--- src/rtl/nn_stage_pkg.sv ---
// Shared definitions for the neural-net stage address logic: width helpers
// and the job FSM state encoding.
package nn_stage_pkg;

    typedef enum logic {
        IDLE,
        RUN
    } state_t;

    // Bit width needed to index n items, never narrower than one bit.
    function automatic int clog2_min1(input int n);
        return (n <= 1) ? 1 : $clog2(n);
    endfunction

endpackage

--- src/rtl/nn_wrap_counter.sv ---
// Up-counter 0..MAX that wraps to zero and flags the wrapping increment,
// used as one digit of a mixed-radix sweep.
module nn_wrap_counter
    import nn_stage_pkg::*;
#(
    parameter int MAX = 1,
    localparam int W = clog2_min1(MAX + 1)
) (
    input  logic         clock,
    input  logic         clear_n,
    input  logic         inc,
    output logic [W-1:0] count,
    output logic         wrap
);

    logic atMax;

    assign atMax = (count == W'(MAX));
    assign wrap  = inc & atMax;

    always_ff @(posedge clock) begin
        if (!clear_n) begin
            count <= '0;
        end else if (inc) begin
            count <= atMax ? '0 : count + 1'b1;
        end
    end

endmodule

--- src/rtl/quadrant_address_sequencer.sv ---
// Sweeps one image tile (or every tile in turn) and emits paired weight and
// input memory addresses under a start/done job handshake with backpressure.
module quadrant_address_sequencer
    import nn_stage_pkg::*;
#(
    parameter int TILE           = 16,
    parameter int TILES_PER_SIDE = 2,
    parameter int ELEMS          = 4,
    parameter int VECTORS        = 4,
    localparam int NT    = TILES_PER_SIDE * TILES_PER_SIDE,
    localparam int IMG_W = TILE * TILES_PER_SIDE,
    localparam int TW    = clog2_min1(NT),
    localparam int WAW   = clog2_min1(VECTORS * ELEMS),
    localparam int IAW   = clog2_min1(IMG_W * IMG_W * ELEMS)
) (
    input  logic           clock,
    input  logic           clear_n,
    input  logic           start,
    input  logic [TW-1:0]  tile_sel,
    input  logic           all_tiles,
    output logic           busy,
    output logic           done,
    output logic           out_valid,
    input  logic           out_ready,
    output logic [WAW-1:0] weight_address,
    output logic [IAW-1:0] input_address,
    output logic [TW-1:0]  out_tile,
    output logic           out_vector_last,
    output logic           out_last
);

    localparam int EW = clog2_min1(ELEMS);
    localparam int PW = clog2_min1(TILE);
    localparam int VW = clog2_min1(VECTORS);

    state_t        state_q;
    logic          busy_q;
    logic          done_q;
    logic          valid_q;
    logic          allTiles_q;
    logic [TW-1:0] tileSel_q;

    logic [EW-1:0] eCnt;
    logic [PW-1:0] cCnt;
    logic [PW-1:0] rCnt;
    logic [VW-1:0] vCnt;
    logic [TW-1:0] tCnt;
    logic          eWrap, cWrap, rWrap, vWrap, tWrap;

    logic          transfer;
    logic          jobEnd;
    logic [TW-1:0] tileIdx;
    logic [31:0]   pixY;
    logic [31:0]   pixX;

    assign transfer = valid_q & out_ready;

    // Digits of the sweep, innermost first; each carries into the next.
    nn_wrap_counter #(.MAX(ELEMS - 1)) uElem (
        .clock(clock), .clear_n(clear_n), .inc(transfer), .count(eCnt), .wrap(eWrap)
    );
    nn_wrap_counter #(.MAX(TILE - 1)) uCol (
        .clock(clock), .clear_n(clear_n), .inc(eWrap), .count(cCnt), .wrap(cWrap)
    );
    nn_wrap_counter #(.MAX(TILE - 1)) uRow (
        .clock(clock), .clear_n(clear_n), .inc(cWrap), .count(rCnt), .wrap(rWrap)
    );
    nn_wrap_counter #(.MAX(VECTORS - 1)) uVec (
        .clock(clock), .clear_n(clear_n), .inc(rWrap), .count(vCnt), .wrap(vWrap)
    );
    // The tile digit only moves in all-tiles mode and wraps back to zero on
    // the final beat, so every counter is already zero when a job starts.
    nn_wrap_counter #(.MAX(NT - 1)) uTile (
        .clock(clock), .clear_n(clear_n), .inc(vWrap & allTiles_q), .count(tCnt), .wrap(tWrap)
    );

    assign jobEnd  = allTiles_q ? tWrap : vWrap;
    assign tileIdx = allTiles_q ? tCnt : tileSel_q;

    assign pixY = (32'(tileIdx) / 32'(TILES_PER_SIDE)) * 32'(TILE) + 32'(rCnt);
    assign pixX = (32'(tileIdx) % 32'(TILES_PER_SIDE)) * 32'(TILE) + 32'(cCnt);

    assign weight_address  = WAW'(32'(vCnt) * 32'(ELEMS) + 32'(eCnt));
    assign input_address   = IAW'((pixY * 32'(IMG_W) + pixX) * 32'(ELEMS) + 32'(eCnt));
    assign out_tile        = tileIdx;
    assign out_vector_last = (eCnt == EW'(ELEMS - 1)) & (cCnt == PW'(TILE - 1))
                           & (rCnt == PW'(TILE - 1));
    assign out_last        = out_vector_last & (vCnt == VW'(VECTORS - 1))
                           & (!allTiles_q | (tCnt == TW'(NT - 1)));

    assign busy      = busy_q;
    assign done      = done_q;
    assign out_valid = valid_q;

    always_ff @(posedge clock) begin
        if (!clear_n) begin
            state_q    <= IDLE;
            busy_q     <= 1'b0;
            done_q     <= 1'b0;
            valid_q    <= 1'b0;
            allTiles_q <= 1'b0;
            tileSel_q  <= '0;
        end else begin
            done_q <= 1'b0;
            case (state_q)
                IDLE: begin
                    if (start) begin
                        state_q    <= RUN;
                        busy_q     <= 1'b1;
                        valid_q    <= 1'b1;
                        allTiles_q <= all_tiles;
                        tileSel_q  <= (NT > 1) ? tile_sel : '0;
                    end
                end
                RUN: begin
                    if (jobEnd) begin
                        state_q <= IDLE;
                        busy_q  <= 1'b0;
                        valid_q <= 1'b0;
                        done_q  <= 1'b1;
                    end
                end
                default: state_q <= IDLE;
            endcase
        end
    end

endmodule

--- config.mk ---
export PLATFORM = sky130hd
export DESIGN_NAME = quadrant_address_sequencer
export DESIGN_NICKNAME = d
export VERILOG_FILES = /design/src/rtl/nn_stage_pkg.sv /design/src/rtl/nn_wrap_counter.sv /design/src/rtl/quadrant_address_sequencer.sv
export SDC_FILE = /design/constraint.sdc
export NUM_CORES = 1
export LEC_CHECK = 0
export ABC_AREA = 0
export CAP_MARGIN = 20
export CORE_MARGIN = 4
export CORE_UTILIZATION = 45
export CTS_CLUSTER_DIAMETER = 80
export DETAILED_ROUTE_END_ITERATION = 10
export PLACE_DENSITY = 0.75
export SETUP_SLACK_MARGIN = 0.15
export SYNTH_ARGS = -nofsm -noshare
export SYNTH_HDL_FRONTEND = slang
export SYNTH_SLANG_ARGS = --single-unit
--- constraint.sdc ---
create_clock -name clock -period 1.9 [get_ports clock]
set_input_delay 0.19 -clock clock [delete_from_list [all_inputs] [get_ports clock]]
set_output_delay 0.19 -clock clock [all_outputs]
set_load 0.005 [all_outputs]
==> flow_summary.toml <==
[drt]
drcViolationCount = 0
firstDrtPassIters = 4
finalWirelength_mm = 2.230
postRouteAntennaNets = 0
num_vias = 890
drt_iter0_markers = 21
wl_per_cell_um = 13.27
vias_per_cell = 5.298

[clock_tree]
clkLatencyLatePin_ns = 0.30
cts.sinks = 20
path_clk_slew_ns = 0.11
clockRootBuffer = "clkbuf_4"
clk_path_buf_depth = 2
cts_buffers = 3
htree_levels = 1
cts_tree = "yes"
cts_hold_buffers = 0

[final_layout]
register_area_um2 = 412.9
syn_to_final_growth_pct = 39.68
most-common-layout-cells = "clkdlybuf4s50_1, nand2_1, dfxtp_1"
fin_util = 0.6881
antenna_cells = 0
multiInputGateArea_um2 = 561.8
final_common_cell = "clkdlybuf4s50_1"
n_fill_cell = 181
layout-drive-gt1-share = 0.2340
nets = 155

[setup_path]
start_kind = "flip-flop"
worst_path_max_delay_cell = "clkdlybuf4s50_1"
cp_cell_sequence = "mux2_2 -> clkdlybuf4s50_1"
reg2reg_from = "uElem.count[0]$_SDFFE_PN0N_"
worstSetupPathType = "flip-flop to output pin"
max_stage_delay_ns = 0.45
cp.arrival_ns = 1.48
cp.depth = 2
crit_family = "buffers and inverters"
r2r_cells = 5
crit_fanout = 5
crit_end = "out_tile[0]"
r2r_slack_ns = 0.39
startpoint = "allTiles_q$_SDFFE_PN0P_"
cp_num_buf_inv = 1
required_ns = 1.71
r2r_end = "uCol.count[0]$_SDFFE_PN0N_"
cp-end-kind = "output pin"

[min_path]
hold_path_class = "flip-flop to flip-flop"

[yosys]
async_reset_ff_frac = 0
ys.warnings.count = 0
syn_inst = 108
synth-seq-area-share = 0.3980
syn-num-nets = 120
avgSynthCellArea_um2 = 9.314
synth.distinct_cells = 32
synthFlopType = "dfxtp_1"
ys_ff_latch = 20
synth-edff-count = 0
netlist_area_um2 = 1006

[place]
place_congestion = 0.7874
portBuffers = 29
hpwl_mm = 1.658

[sta]
fmax_mhz = 597.5
setup_viol = 0
finClkSkew_ns = 0.009667
period_minus_slack_ns = 1.674
max_slew_margin = 0.7139
timing.final.hold_violations = 0
fin_crit_sh = 0.8808
tightest_slew_ns = 0.4283
slew_violations = 0
fin_tns_setup_ns = 0
rsz0062_at_grt = "no"

[grt]
grt-ovfl-total = 0
antenna_found_initial = 0
grt_max_degree = 11
grt_pass1_wl_mm = 3.850
first_global_vias = 858
grtUsageTotal = 0.1532

[floorplan]
die_w_um = 55.28
num_io_pins = 30
fp-row-count = 16
initial_core_util = 0.4926
die_h_um = 55.28
placeableCoreArea_um2 = 2042
dieArea_um2 = 3056

[pwr]
powerDensity_nw_per_um2 = 505.4
leakagePower_nw = 0.5650
total_power_mw = 0.7102
vdd_drop_max_v = 0.0004533

[job]
drv_cap = 0

[outcome]
outcome = "finished, final reports clean"
## worst min path at each step
| stage | slack [ns] | startpoint | cells past startpoint | endpoint |
|---|---|---|---|---|
| finish | 0.49 | uVec.count[0]$_SDFFE_PN0N_ | 2 | uVec.count[0]$_SDFFE_PN0N_ |
| global route | 0.52 | uVec.count[0]$_SDFFE_PN0N_ | 2 | uVec.count[0]$_SDFFE_PN0N_ |
| global placement | 0.47 | uTile.count[1]$_SDFFE_PN0N_ | 2 | uTile.count[1]$_SDFFE_PN0N_ |
| floorplan | 0.34 | tile_sel[0] | 2 | tileSel_q[0]$_SDFFE_PN0P_ |
| detailed placement | 0.48 | uVec.count[1]$_SDFFE_PN0N_ | 2 | uVec.count[1]$_SDFFE_PN0N_ |
| CTS | 0.50 | uVec.count[1]$_SDFFE_PN0N_ | 2 | uVec.count[1]$_SDFFE_PN0N_ |
## flip-flops by register name (all words and copies together) (netlist names), 2 cells and up
register and flops:
uRow.count 4, uElem.count 2, tileSel_q 2, uCol.count 4, uVec.count 2, uTile.count 2
## worst reg2reg max path: stages, from the launching register on
cell and delay [ns]:
dfxtp_2 0.34, ha_2 0.19, buf_4 0.14, and4_1 0.28, or3_1 0.37, a21oi_1 0.13
## through the flow
| step | std cells | hold WS, ns | area [um2] | worst slack (ns) |
|---|---|---|---|---|
| 4_1_cts | 168 | 0.4961 | 1401 | 0.1890 |
| 3_3_place_gp | 160 | 0.4683 | 1313 | 0.2245 |
| 2_1_floorplan | 108 | 0.3370 | 1006 | 0.4314 |
| 3_5_place_dp | 160 | 0.4798 | 1313 | 0.1976 |
| 5_1_grt | 168 | 0.5190 | 1405 | 0.1707 |
| 6_report | 168 | 0.4865 | 1405 | 0.2265 |
## cell type report
type / instances / area share
multi-input cells: 76 / 0.3998
flip-flops and latches: 20 / 0.2939
repair buffers: 39 / 0.2582
well taps: 27 / 0.02404
clock buffers: 3 / 0.01603
inverters: 3 / 0.008014
## report_power, final
group          internal [mW]  switching (mW)  leakage (nW)
logic                 0.0462          0.0329         0.385
clock network         0.0738           0.121        0.0138
registers              0.427         0.00840         0.166
## cell usage after synthesis (2+ instances only)
| master | n | area share |
|---|---|---|
| dfxtp_1 | 20 | 0.40 |
| nand2_1 | 12 | 0.045 |
| a21oi_1 | 10 | 0.050 |
| mux2i_1 | 8 | 0.080 |
| nor2_1 | 6 | 0.022 |
| o21ai_0 | 6 | 0.030 |
| buf_4 | 5 | 0.037 |
| ha_1 | 5 | 0.062 |
| or3_1 | 5 | 0.031 |
| nand3_1 | 4 | 0.020 |
| inv_1 | 3 | 0.011 |
| buf_2 | 2 | 0.010 |
| mux2_2 | 2 | 0.022 |
| nand4_1 | 2 | 0.012 |
## kinds of logic after synthesis
logic type | share of synthesized area
muxes | 0.1020
adders and majority gates | 0.06219
DFF | 0.3980
AOI/OAI and AO/OA | 0.1219
and+or+nand+nor | 0.2413
buffers and inverters | 0.06592
xor gates and xnor gates | 0.008708
## repair_timing
action	4_1_cts	5_1_grt
cloned	0	0
setup buffers	5	0
setup endpoints to repair	6	2
gates resized for setup	14	2
## routing by layer
metal | track usage | part of all wire
met5 | 0 | 0
met4 | 0.05208 | 0.011
met3 | 0.03030 | 0.038
met2 | 0.2821 | 0.52
met1 | 0.1736 | 0.43
Power figures use the tool's default switching activity.
==> edit: new RTL, same settings <==
Set the parameter `TILES_PER_SIDE` to 1 (it was 2).
--- a/src/rtl/quadrant_address_sequencer.sv
+++ b/src/rtl/quadrant_address_sequencer.sv
@@ -6,3 +6,3 @@
     parameter int TILE           = 16,
-    parameter int TILES_PER_SIDE = 2,
+    parameter int TILES_PER_SIDE = 1,
     parameter int ELEMS          = 4,
Interface: changed (resized input_address, out_tile and tile_sel); port bits go from 30 to 26. No check against the original RTL was run, so the function may have changed too.
==> edit against the original RTL <==
Routed wire length decreased by 23%. First-iteration DRC count decreased by 71%. Cell area decreased by 23%. Final cell count decreased by 22%. Worst setup slack improved by 15 ps. Synthesized area decreased by 26%. Sequential cell count decreased by 5. Power decreased by 20%. Fmax increased by 0.90%. Synthesized cell count decreased by 22%. Critical path type is now flop to flop.
==> edit: results (changes against the original RTL) <==
Hold Slack 490 ps (+3.64 ps); register area share after synthesis 40.3% (+0.47 points); top post-synthesis cells by count dfxtp_1, nor2_1; clock skew 8.70 ps (-0.967 ps); vias per cell 5.43 (+2.5%); gp weighted congestion 0.765 (-2.9%); r2r endpoint uRow.count[2]$_SDFFE_PN0N_; vias in the first global route 643 (-25%); Area after DPL 973 um2 (-26%); first-pass GRT wire length 2950 um (-23%); total nets after synthesis 94 (-22%); P_int 0.424 mW (-23%); R2R cell count 6 (+1); DR top layer met3; Synth Area in Compound Gates 10.9% (-1.3 points); worst-path maximum fanout 7 (+2); Synth warnings 0 (unchanged); WL final 1730 um (-23%); outcome completed; initial DRC count 6 (-71%); multiplexer area fraction after synthesis 5.37% (-4.8 points); main area contributors after synthesis dfxtp_1, ha_1, mux2i_1; Overall Global Routing Usage 15.0% (-0.37 points); Distinct cells, synth 29 (-9.4%); Adder-Cell Fraction of Synth Area 6.71% (+0.49 points); Hold EP uVec.count[1]$_SDFFE_PN0P_; root buf cell clkbuf_4; DP Worst Slack 246 ps (+48.2 ps); Met2 Wirelength 826 um (-28%); WP data arrival 1890 ps (+410 ps); Fill cells 131 (-28%); Placed Cells 120 (-25%); # nets final 126 (-19%); maximum VDD drop 0.000384 V (-15%); hold_sp uVec.count[1]$_SDFFE_PN0P_; M1 WL 790 um (-18%); Buffers on Ports 22 (-24%); reg-to-reg setup timing slack 240 ps (-150 ps); LEAKAGE 0.416 nW (-26%); syn_area_per_cell 8.88 um2 (-4.7%); slowest cell on the critical path or4_1; per-cell routed wire length 13.2 um (-0.80%); HPWL after DPL 1130 um (-32%); layout cells sized above 1 26.1% (+2.7 points); final core utilization 70.3% (+1.5 points); start of the worst register-to-register path uCol.count[0]$_SDFFE_PN0N_; critical path's top delay family simple AND/OR/NAND/NOR gates
[edit: power groups by stage]
stage	registers, mW	clock network (mW)	logic, mW
4_1_cts	0.324	0.191	0.0499
6_report	0.324	0.191	0.0497
2_1_floorplan	0.332	0	0.0259
3_5_place_dp	0.332	0	0.0459
3_3_place_gp	0.332	0	0.0446
5_1_grt	0.326	0.209	0.0542
[edit: layout make-up]
| cell class | count | area share, % |
|---|---|---|
| Clock buffer | 3 | 2.08 |
| Clock inverter | 1 | 0.462 |
| Inverter | 3 | 1.04 |
| Multi-Input combinational cell | 60 | 38.5 |
| Sequential cell | 15 | 28.4 |
| Tap cell | 16 | 1.85 |
| Timing Repair Buffer | 33 | 27.7 |
[edit: how the worst max path moves through the flow]
stage                                 end                         from  slack, ps
5_1_grt        uRow.count[2]$_SDFFE_PN0N_   uCol.count[0]$_SDFFE_PN0N_        170
2_1_floorplan  uRow.count[3]$_SDFFE_PN0N_  uElem.count[0]$_SDFFE_PN0N_        440
6_report       uRow.count[2]$_SDFFE_PN0N_   uCol.count[0]$_SDFFE_PN0N_        240
4_1_cts                          out_last   uCol.count[0]$_SDFFE_PN0N_        260
3_5_place_dp                     out_last   uRow.count[0]$_SDFFE_PN0N_        250
3_3_place_gp   uRow.count[2]$_SDFFE_PN0N_   uCol.count[0]$_SDFFE_PN0N_        270
[edit: repair_timing]
action                     in CTS  in global routing
pin swaps                       4                  0
setup endpoints to repair       2                  1
buffers inserted                7                  0
gates resized for setup        13                  1
cloned                          0                  0
[edit: routing by layer]
metal	up-vias	global-route usage (%)
li1	354	-
met1	330	20.0
met2	27	24.8
met3	0	3.99
met4	0	1.35
met5	-	0
[edit: tightest hold or removal path: cells and delay by family (launching register included)]
kind          cells  cell delay [ps]
flops             1              340
simple gates      1               60
mux               1               60
